--- config.mk ---
export PLATFORM = sky130hd
export DESIGN_NAME = cf_fft_1024_8_phase_seq_flat
export DESIGN_NICKNAME = d
export VERILOG_FILES = /design/src/rtl/cf_fft_1024_8_phase_seq_pkg.sv /design/src/rtl/cf_fft_1024_8_phase_seq_if.sv /design/src/rtl/cf_fft_1024_8_phase_seq_wrap_cnt.sv /design/src/rtl/cf_fft_1024_8_phase_seq.sv /design/src/flat_wrapper.sv
export SDC_FILE = /design/constraint.sdc
export NUM_CORES = 1
export LEC_CHECK = 0
export BUFFER_PORTS_ARGS = -buffer_cell sky130_fd_sc_hd__buf_2
export CAP_MARGIN = 0
export CORE_MARGIN = 1.5
export CORE_UTILIZATION = 43
export CTS_CLUSTER_SIZE = 14
export DETAILED_ROUTE_END_ITERATION = 10
export GPL_ROUTABILITY_DRIVEN = 0
export PLACE_DENSITY = 0.77
export SLEW_MARGIN = 10
export SYNTH_ARGS = -nofsm -noshare
export SYNTH_HDL_FRONTEND = slang
export SYNTH_SLANG_ARGS = --single-unit
--- constraint.sdc ---
create_clock -name clock_c -period 5 [get_ports clock_c]
set_input_delay 0.25 -clock clock_c [delete_from_list [all_inputs] [get_ports clock_c]]
set_output_delay 0.25 -clock clock_c [all_outputs]
set_load 0.05 [all_outputs]
--- src/rtl/cf_fft_1024_8_phase_seq_pkg.sv ---
// Shared constants for the FFT phase/sequence controller and the operand-select muxes.
package cf_fft_1024_8_pkg;

  localparam int LOG2N      = 10;
  localparam int PHASE_W    = 3;
  localparam int BFLY_W     = LOG2N - 1;
  localparam int NUM_STAGES = LOG2N;
  localparam int STAGE_W    = 4;

  typedef enum logic [1:0] {
    ST_IDLE = 2'd0,
    ST_RUN  = 2'd1,
    ST_DONE = 2'd2
  } state_t;

  // Phase codes that select real operands; every other code yields the constant-1 default.
  localparam logic [2:0] PH_OPA = 3'b010;
  localparam logic [2:0] PH_OPB = 3'b100;
  localparam logic [2:0] PH_OPC = 3'b110;

  function automatic logic ph_is_operand(input logic [2:0] ph);
    return (ph == PH_OPA) || (ph == PH_OPB) || (ph == PH_OPC);
  endfunction

endpackage

--- src/rtl/cf_fft_1024_8_phase_seq_if.sv ---
// Handshake and sequence outputs between the FFT control and the phase sequencer.
interface cf_fft_1024_8_phase_seq_if #(
  parameter int LOG2N   = 10,
  parameter int PHASE_W = 3
);
  logic               start;
  logic               en;
  logic [PHASE_W-1:0] phase;
  logic [LOG2N-2:0]   bfly;
  logic [3:0]         stage;
  logic               first;
  logic               busy;
  logic               done;

  modport master (
    output start, en,
    input  phase, bfly, stage, first, busy, done
  );

  modport slave (
    input  start, en,
    output phase, bfly, stage, first, busy, done
  );
endinterface

--- src/rtl/cf_fft_1024_8_phase_seq_wrap_cnt.sv ---
// Modulo-(MAX+1) counter with synchronous clear and a wrap strobe for chaining.
module cf_fft_1024_8_wrap_cnt #(
  parameter int W   = 3,
  parameter int MAX = 7
) (
  input  logic         clk,
  input  logic         rst,
  input  logic         clr,
  input  logic         inc,
  output logic [W-1:0] q,
  output logic         wrap
);

  assign wrap = inc & (q == W'(MAX));

  always_ff @(posedge clk or posedge rst) begin
    if (rst) begin
      q <= '0;
    end else if (clr) begin
      q <= '0;
    end else if (inc) begin
      q <= wrap ? '0 : q + W'(1);
    end
  end

endmodule

--- src/rtl/cf_fft_1024_8_phase_seq.sv ---
// Phase/butterfly/stage sequencer for the FFT datapath with start/busy/done handshake.
module cf_fft_1024_8_phase_seq
  import cf_fft_1024_8_pkg::*;
#(
  parameter int LOG2N   = cf_fft_1024_8_pkg::LOG2N,
  parameter int PHASE_W = cf_fft_1024_8_pkg::PHASE_W
) (
  input  logic                      clock_c,
  input  logic                      reset,
  cf_fft_1024_8_phase_seq_if.slave  bus
);

  state_t             state_q, state_d;
  logic               run_en;
  logic               cnt_clr;
  logic               phase_wrap, bfly_wrap, stage_wrap;
  logic [PHASE_W-1:0] phase_q;
  logic [LOG2N-2:0]   bfly_q;
  logic [3:0]         stage_q;

  assign run_en  = (state_q == ST_RUN) & bus.en;
  // Counters sit at zero outside RUN and are cleared on the terminal count.
  assign cnt_clr = (state_q != ST_RUN) | stage_wrap;

  cf_fft_1024_8_wrap_cnt #(.W(PHASE_W), .MAX((1 << PHASE_W) - 1)) u_phase (
    .clk (clock_c), .rst (reset), .clr (cnt_clr), .inc (run_en),
    .q   (phase_q), .wrap (phase_wrap)
  );

  cf_fft_1024_8_wrap_cnt #(.W(LOG2N - 1), .MAX((1 << (LOG2N - 1)) - 1)) u_bfly (
    .clk (clock_c), .rst (reset), .clr (cnt_clr), .inc (phase_wrap),
    .q   (bfly_q), .wrap (bfly_wrap)
  );

  cf_fft_1024_8_wrap_cnt #(.W(4), .MAX(LOG2N - 1)) u_stage (
    .clk (clock_c), .rst (reset), .clr (cnt_clr), .inc (bfly_wrap),
    .q   (stage_q), .wrap (stage_wrap)
  );

  always_ff @(posedge clock_c or posedge reset) begin
    if (reset) begin
      state_q <= ST_IDLE;
    end else begin
      state_q <= state_d;
    end
  end

  always_comb begin
    state_d = state_q;
    unique case (state_q)
      ST_IDLE: if (bus.start) state_d = ST_RUN;
      ST_RUN:  if (stage_wrap) state_d = ST_DONE;
      ST_DONE: state_d = bus.start ? ST_RUN : ST_IDLE;
      default: state_d = ST_IDLE;
    endcase
  end

  assign bus.phase = phase_q;
  assign bus.bfly  = bfly_q;
  assign bus.stage = stage_q;
  assign bus.busy  = (state_q == ST_RUN);
  assign bus.done  = (state_q == ST_DONE);
  assign bus.first = (state_q == ST_RUN) & (phase_q == '0);

endmodule

--- src/flat_wrapper.sv ---
// flat-port wrapper written by rule: the top's interface ports become plain ports
module cf_fft_1024_8_phase_seq_flat import cf_fft_1024_8_pkg::*;
#(
  parameter int LOG2N   = cf_fft_1024_8_pkg::LOG2N,
  parameter int PHASE_W = cf_fft_1024_8_pkg::PHASE_W
)
  (clock_c, reset, bus_start, bus_en, bus_phase, bus_bfly, bus_stage, bus_first, bus_busy, bus_done);
  cf_fft_1024_8_phase_seq_if #(.LOG2N(LOG2N), .PHASE_W(PHASE_W)) bus_i ();
  input  logic clock_c;
  input  logic reset;
  input wire logic [$bits(bus_i.start)-1:0] bus_start;
  input wire logic [$bits(bus_i.en)-1:0] bus_en;
  output wire logic [$bits(bus_i.phase)-1:0] bus_phase;
  output wire logic [$bits(bus_i.bfly)-1:0] bus_bfly;
  output wire logic [$bits(bus_i.stage)-1:0] bus_stage;
  output wire logic [$bits(bus_i.first)-1:0] bus_first;
  output wire logic [$bits(bus_i.busy)-1:0] bus_busy;
  output wire logic [$bits(bus_i.done)-1:0] bus_done;
  assign bus_i.start = bus_start;
  assign bus_i.en = bus_en;
  assign bus_phase = bus_i.phase;
  assign bus_bfly = bus_i.bfly;
  assign bus_stage = bus_i.stage;
  assign bus_first = bus_i.first;
  assign bus_busy = bus_i.busy;
  assign bus_done = bus_i.done;
  cf_fft_1024_8_phase_seq #(.LOG2N(LOG2N), .PHASE_W(PHASE_W)) u_core (.clock_c(clock_c), .reset(reset), .bus(bus_i));
endmodule
# Word-level counts from Yosys, hierarchy flattened
# Index checks and enable logic that the tools add are counted.
word_totals:
  reg_bits: 18
  latchBits: 0
  ram_bits: 0
  mem_bits_ro: 0
  input_bits: 4
  out_inout_bits: 19
  word_cells: 40
  mem_count: 0
op_classes:
  n_addsub: 3
  multipliers: 0
  div_mod_pow: 0
  n_lt_le_gt_ge: 0
  eq_ne: 8
  shifts: 0
  mux: 13
  bitwise_logic: 6
  n_reduce_logical: 6
op_table:
  columns: ["op", "count"]
  rows:
  - ["2-to-1 mux 9 bit", 3]
  - ["2-to-1 mux 4 bit", 3]
  - ["adder 9 x 1 -> 9 bit (second input constant)", 1]
  - ["equality test 9 bit (second input constant)", 1]
  - ["2-to-1 mux 3 bit", 3]
  - ["case mux 2 bit (3 select lines)", 1]
  - ["nonzero test 2 bit", 3]
  - ["AND 1 bit", 5]
  - ["adder 4 x 1 -> 4 bit (second input constant)", 1]
  - ["equality test 4 bit (second input constant)", 1]
  - ["2-to-1 mux 2 bit", 2]
  - ["inequality test 2 x 1 -> 1 bit (second input constant)", 2]
  - ["adder 3 x 1 -> 3 bit (second input constant)", 1]
  - ["equality test 3 bit (second input constant)", 1]
  - ["logical NOT 3 bit", 1]
  - ["equality test 2 x 1 -> 1 bit (second input constant)", 1]
  - ["equality test 2 bit (second input constant)", 1]
  - ["logical NOT 2 bit", 1]
  - ["inequality test 2 bit (second input constant)", 1]
  - ["AND reduction 2 bit", 1]
  - ["2-to-1 mux 1 bit", 1]
  - ["bitwise OR 1 bit", 1]

# Logic depth before layout (Yosys ltp)
depth:
  ltp_word: 8
  depth_mapped: 7
  mapped_depth_nobuf: 7

# By module
# Synthesis repeated with hierarchy kept, for this count alone.
hier_totals:
  hier_cells: 113
  area_unflattened_um2: 1046.0
by_module_without_submodules:
  columns: ["module", "n_inst", "cells_per_inst", "area_per_inst_um2", "seq_area_each_um2"]
  rows:
  - ["cf_fft_1024_8_wrap_cnt at u_core.u_bfly", 1, 59, 516.7, 225.2]
  - ["cf_fft_1024_8_wrap_cnt at u_core.u_stage", 1, 27, 245.2, 100.1]
  - ["cf_fft_1024_8_wrap_cnt at u_core.u_phase", 1, 15, 165.2, 75.1]
  - ["cf_fft_1024_8_phase_seq", 1, 12, 118.9, 50.0]

# Least setup slack after synthesis
# OpenSTA, ideal clock, no wires.
synth_timing:
  path_kind: "register to output"
  from: "reg u_core.u_phase.q[0]"
  to: "out bus_first"
  arrival_ns: 1.976
  required_time_ns: 4.750
  setup_slack_ns: 2.774
  path_stages_with_launch: 4
  path_buffers: 0
  cell_sequence: "dfrtp_1 -> inv_1 -> ha_1 -> nor3b_1"
synth_between:
  elab_chain_len: 2
synth_rtl:
  columns: ["element", "line_no", "text"]
  rows:
  - ["start, declared", "cf_fft_1024_8_phase_seq_wrap_cnt.sv:10", "output logic [W-1:0] q,"]
  - ["start signal, assigned", "cf_fft_1024_8_phase_seq_wrap_cnt.sv:22", "q <= wrap ? '0 : q + W'(1);"]
  - ["logical NOT 3 bit", "cf_fft_1024_8_phase_seq.sv:63", "assign bus.first = (state_q == ST_RUN) & (phase_q == '0);"]
  - ["AND 1 bit", "cf_fft_1024_8_phase_seq.sv:63", null]
  - ["end, declared", "flat_wrapper.sv:16", "output wire logic [$bits(bus_i.first)-1:0] bus_first;"]
# Every way passes these cells.

# Final worst setup path
layout_timing:
  from: "reg u_core.state_q[1]"
  to: "out bus_busy"
layout_between:
  elab_chain_len: 1
layout_rtl:
  columns: ["element", "line_no", "text"]
  rows:
  - ["start, declared", "cf_fft_1024_8_phase_seq.sv:13", "state_t state_q, state_d;"]
  - ["start signal, assigned", "cf_fft_1024_8_phase_seq.sv:44", "state_q <= state_d;"]
  - ["equality test 2 x 1 -> 1 bit", "cf_fft_1024_8_phase_seq.sv:61", "assign bus.busy = (state_q == ST_RUN);"]
  - ["end, declared", "flat_wrapper.sv:17", "output wire logic [$bits(bus_i.busy)-1:0] bus_busy;"]
# Every way passes these cells.

==> insert_results.sql <==
INSERT INTO impl_metrics (metric_group, metric, value, unit) VALUES
('worst_setup_path', 'ff2ff_path_depth', '7', ''),
('routing', 'route.detailed.wl_per_inst', '14.8', 'microns'),
('routing', 'initialDrtViolationCount', '26', ''),
('finish', 'nFillCells', '217', ''),
('global_route', 'gr-usage-met3', '1.71', '%'),
('worst_setup_path', 'r2r-start', 'u_core.u_bfly.q[1]', ''),
('synthesis', 'ys_warn_count', '0', ''),
('finish', 'layout.cells.most_common_list', 'sky130_fd_sc_hd__buf_2, sky130_fd_sc_hd__dfrtp_1, sky130_fd_sc_hd__nand3_1, sky130_fd_sc_hd__inv_1, sky130_fd_sc_hd__a21oi_1', ''),
('synthesis', 'synth_flop_cell', 'sky130_fd_sc_hd__dfrtp_1', ''),
('placed_design', 'io_buffer_count', '22', ''),
('pwr', 'p_leak', '0.581', 'nW'),
('min_path', 'hold_removal_path_class', 'input pin to asynchronous set/reset pin', ''),
('pwr', 'pwr_density_cell', '352', 'mW/mm^2'),
('global_route', 'grt_start_max_net_pins', '19', ''),
('timing', 'setup_failing_eps_final', '0', ''),
('worst_setup_path', 'worstReg2RegEnd', 'u_core.u_stage.q[3]', ''),
('run', 'maxCapViolCount', '0', ''),
('clock_network', 'clock_transition_at_the_register_clock_pins_on_the_worst_setup_and_hold_paths_after_cts', '0.10', 'ns'),
('clock_network', 'cts_post_setup_buffers_inserted', '0', ''),
('timing', 'period_share', '41.8', '%'),
('synthesis', 'yosys.cell_types.count', '31', ''),
('synthesis', 'postSynthNetCount', '122', ''),
('timing', 'finalHoldWorstSlack', '0.0528', 'ns'),
('placed_design', 'placement.setup.worst_slack', '2.97', 'ns'),
('timing', 'unrepaired_setup_endpoints_after_global_routing', 'false', ''),
('floorplan', 'initial_standard_cell_utilization_of_the_core', '46.7', '%'),
('timing', 'slew_violations', '0', ''),
('synthesis', 'synth-seq-area-share', '42.8', '%'),
('synthesis', 'post_synth_instance_area', '0.00105', 'sq mm'),
('timing', 'timing.fmax', '0.479', 'GHz'),
('routing', 'routed_wl', '2.36', 'mm'),
('pwr', 'power.share.switching', '44.0', '%'),
('routing', 'number_of_vias_per_cell', '5.97', ''),
('worst_setup_path', 'critical_path.max_stage_delay', '0.41', 'ns'),
('finish', 'final-seq-area', '450', 'sq um'),
('worst_setup_path', 'ff2ff_setup_slack', '2.92', 'ns'),
('pwr', 'clock_power_share', '17.1', '%'),
('worst_setup_path', 'crit_family', 'buffers and inverters', ''),
('synthesis', 'number_of_synthesized_register_bits', '18', ''),
('global_route', 'first_global_vias', '903', ''),
('floorplan', 'io_pins', '23', ''),
('global_route', 'global_route.usage.met2', '31.0', '%'),
('global_route', 'gr-total-overflow', '0', ''),
('floorplan', 'die-area', '0.00275', 'sq mm'),
('timing', 'final.setup.worst_slack', '2.91', 'ns'),
('global_route', 'grt_use_total', '18.6', '%'),
('global_route', 'grt_antenna_before_repair', '0', ''),
('finish', 'fin_nets', '145', ''),
('worst_setup_path', 'worst_setup_path_end_kind', 'output port', ''),
('worst_setup_path', 'worstPathRequired', '4.75', 'ns'),
('timing', 'fin_worst_skew', '0.00117', 'ns'),
('timing', 'final_hold_fails', '0', ''),
('finish', 'diodes', '0', ''),
('run_status', 'outcome', 'complete, no violations', ''),
('pwr', 'switching_power', '0.186', 'mW'),
('routing', 'dr.pass1.iters', '4', ''),
('synthesis', 'asyncSetResetFlopFracSynth', '100', '%'),
('timing', 'final_period_minus_worst_setup_slack', '2.09', 'ns'),
('finish', 'layout-drive-gt1-share', '20.5', '%'),
('worst_setup_path', 'critical-path-slowest-cell', 'sky130_fd_sc_hd__inv_1', ''),
('floorplan', 'floorplan.die.width', '52.5', 'microns'),
('pwr', 'seqPwrFrac', '42.5', '%'),
('clock_network', 'h_tree_depth', '1', ''),
('clock_network', 'tritoncts.num_buffers', '3', ''),
('timing', 'worstMarginPinSlew', '0.702', 'ns'),
('clock_network', 'cts.sink_count', '18', ''),
('routing', 'antenna_left', '0', ''),
('global_route', 'globalRoute.busiestLayer', 'met2', ''),
('clock_network', 'cts.repair.resized', '0', ''),
('floorplan', 'chipHeight', '52.5', 'microns'),
('synthesis', 'synthesis.area_per_instance', '9.48', 'sq um');
sequential cells by signal (all words and copies together), names as in the netlist:
signal,flops
u_core.state_q,2
u_core.u_stage.q,4
u_core.u_phase.q,3
u_core.u_bfly.q,9
kinds of logic after synthesis:
| logic type | synth area share, % |
|---|---|
| AND/OR/NAND/NOR | 27.5 |
| AO/OA/AOI/OAI | 12.1 |
| flip-flops | 42.8 |
| buffers and inverters | 5.47 |
| adder cells (fa/ha/maj) | 8.32 |
| multiplexers | 3.81 |
routing by layer:
| layer | vias to the layer above | part of all wire [%] |
|---|---|---|
| met5 | - | 0 |
| met4 | 0 | 3.3 |
| met3 | 10 | 3.3 |
| met2 | 32 | 51 |
| met1 | 459 | 42 |
| li1 | 454 | - |
Yosys cell counts, types with 2 or more instances:
master	instances	share of area, %
sky130_fd_sc_hd__dfrtp_1	18	43
sky130_fd_sc_hd__or4_1	3	2.1
sky130_fd_sc_hd__a211oi_1	2	1.4
sky130_fd_sc_hd__ha_1	7	8.3
sky130_fd_sc_hd__nand3_1	13	6.2
sky130_fd_sc_hd__a21oi_1	8	3.8
sky130_fd_sc_hd__mux2i_1	4	3.8
sky130_fd_sc_hd__buf_4	2	1.4
sky130_fd_sc_hd__or3b_1	3	2.5
sky130_fd_sc_hd__o21ai_0	6	2.9
sky130_fd_sc_hd__nand3b_1	3	2.1
sky130_fd_sc_hd__inv_1	9	3.2
sky130_fd_sc_hd__nand2_1	7	2.5
sky130_fd_sc_hd__nor2_1	5	1.8
sky130_fd_sc_hd__nand4_1	4	2.4
sky130_fd_sc_hd__or3_1	2	1.2
area by class of cell:
cell class	count	share of cell area (%)
inverters	9	2.82
well taps	28	2.93
flip-flops and latches	18	37.7
multi-input cells	80	45.5
repair buffers	22	9.21
clock buffers	3	1.88
power groups by stage:
| stage | logic [mW] | clock network (mW) | registers [mW] |
|---|---|---|---|
| 3_5_place_dp | 0.170 | 0 | 0.182 |
| 3_3_place_gp | 0.160 | 0 | 0.181 |
| 4_1_cts | 0.170 | 0.0750 | 0.179 |
| 5_1_grt | 0.177 | 0.0816 | 0.183 |
| 6_report | 0.170 | 0.0721 | 0.179 |
| 2_1_floorplan | 0.0770 | 0 | 0.233 |
how the worst max path moves through the flow:
stage                              from             endpoint  cells after the start
floorplan           u_core.u_phase.q[0]            bus_first                      3
global placement     u_core.u_bfly.q[0]   u_core.u_bfly.q[5]                      7
detailed placement   u_core.u_bfly.q[0]   u_core.u_bfly.q[5]                      7
CTS                   u_core.state_q[1]             bus_busy                      3
global route         u_core.u_bfly.q[0]  u_core.u_stage.q[3]                      7
finish                u_core.state_q[1]             bus_busy                      3
through the flow:
step | utilization [%] | power [mW] | std cells | cell area (sq um)
5_1_grt | 53.1 | 0.442 | 160 | 1200
6_report | 53.1 | 0.421 | 160 | 1200
3_3_place_gp | 52.1 | 0.341 | 157 | 1170
3_5_place_dp | 52.1 | 0.352 | 157 | 1170
2_1_floorplan | - | 0.310 | 111 | 1050
4_1_cts | 53.1 | 0.424 | 160 | 1200
Note: power is estimated with default switching activity, not from simulation.
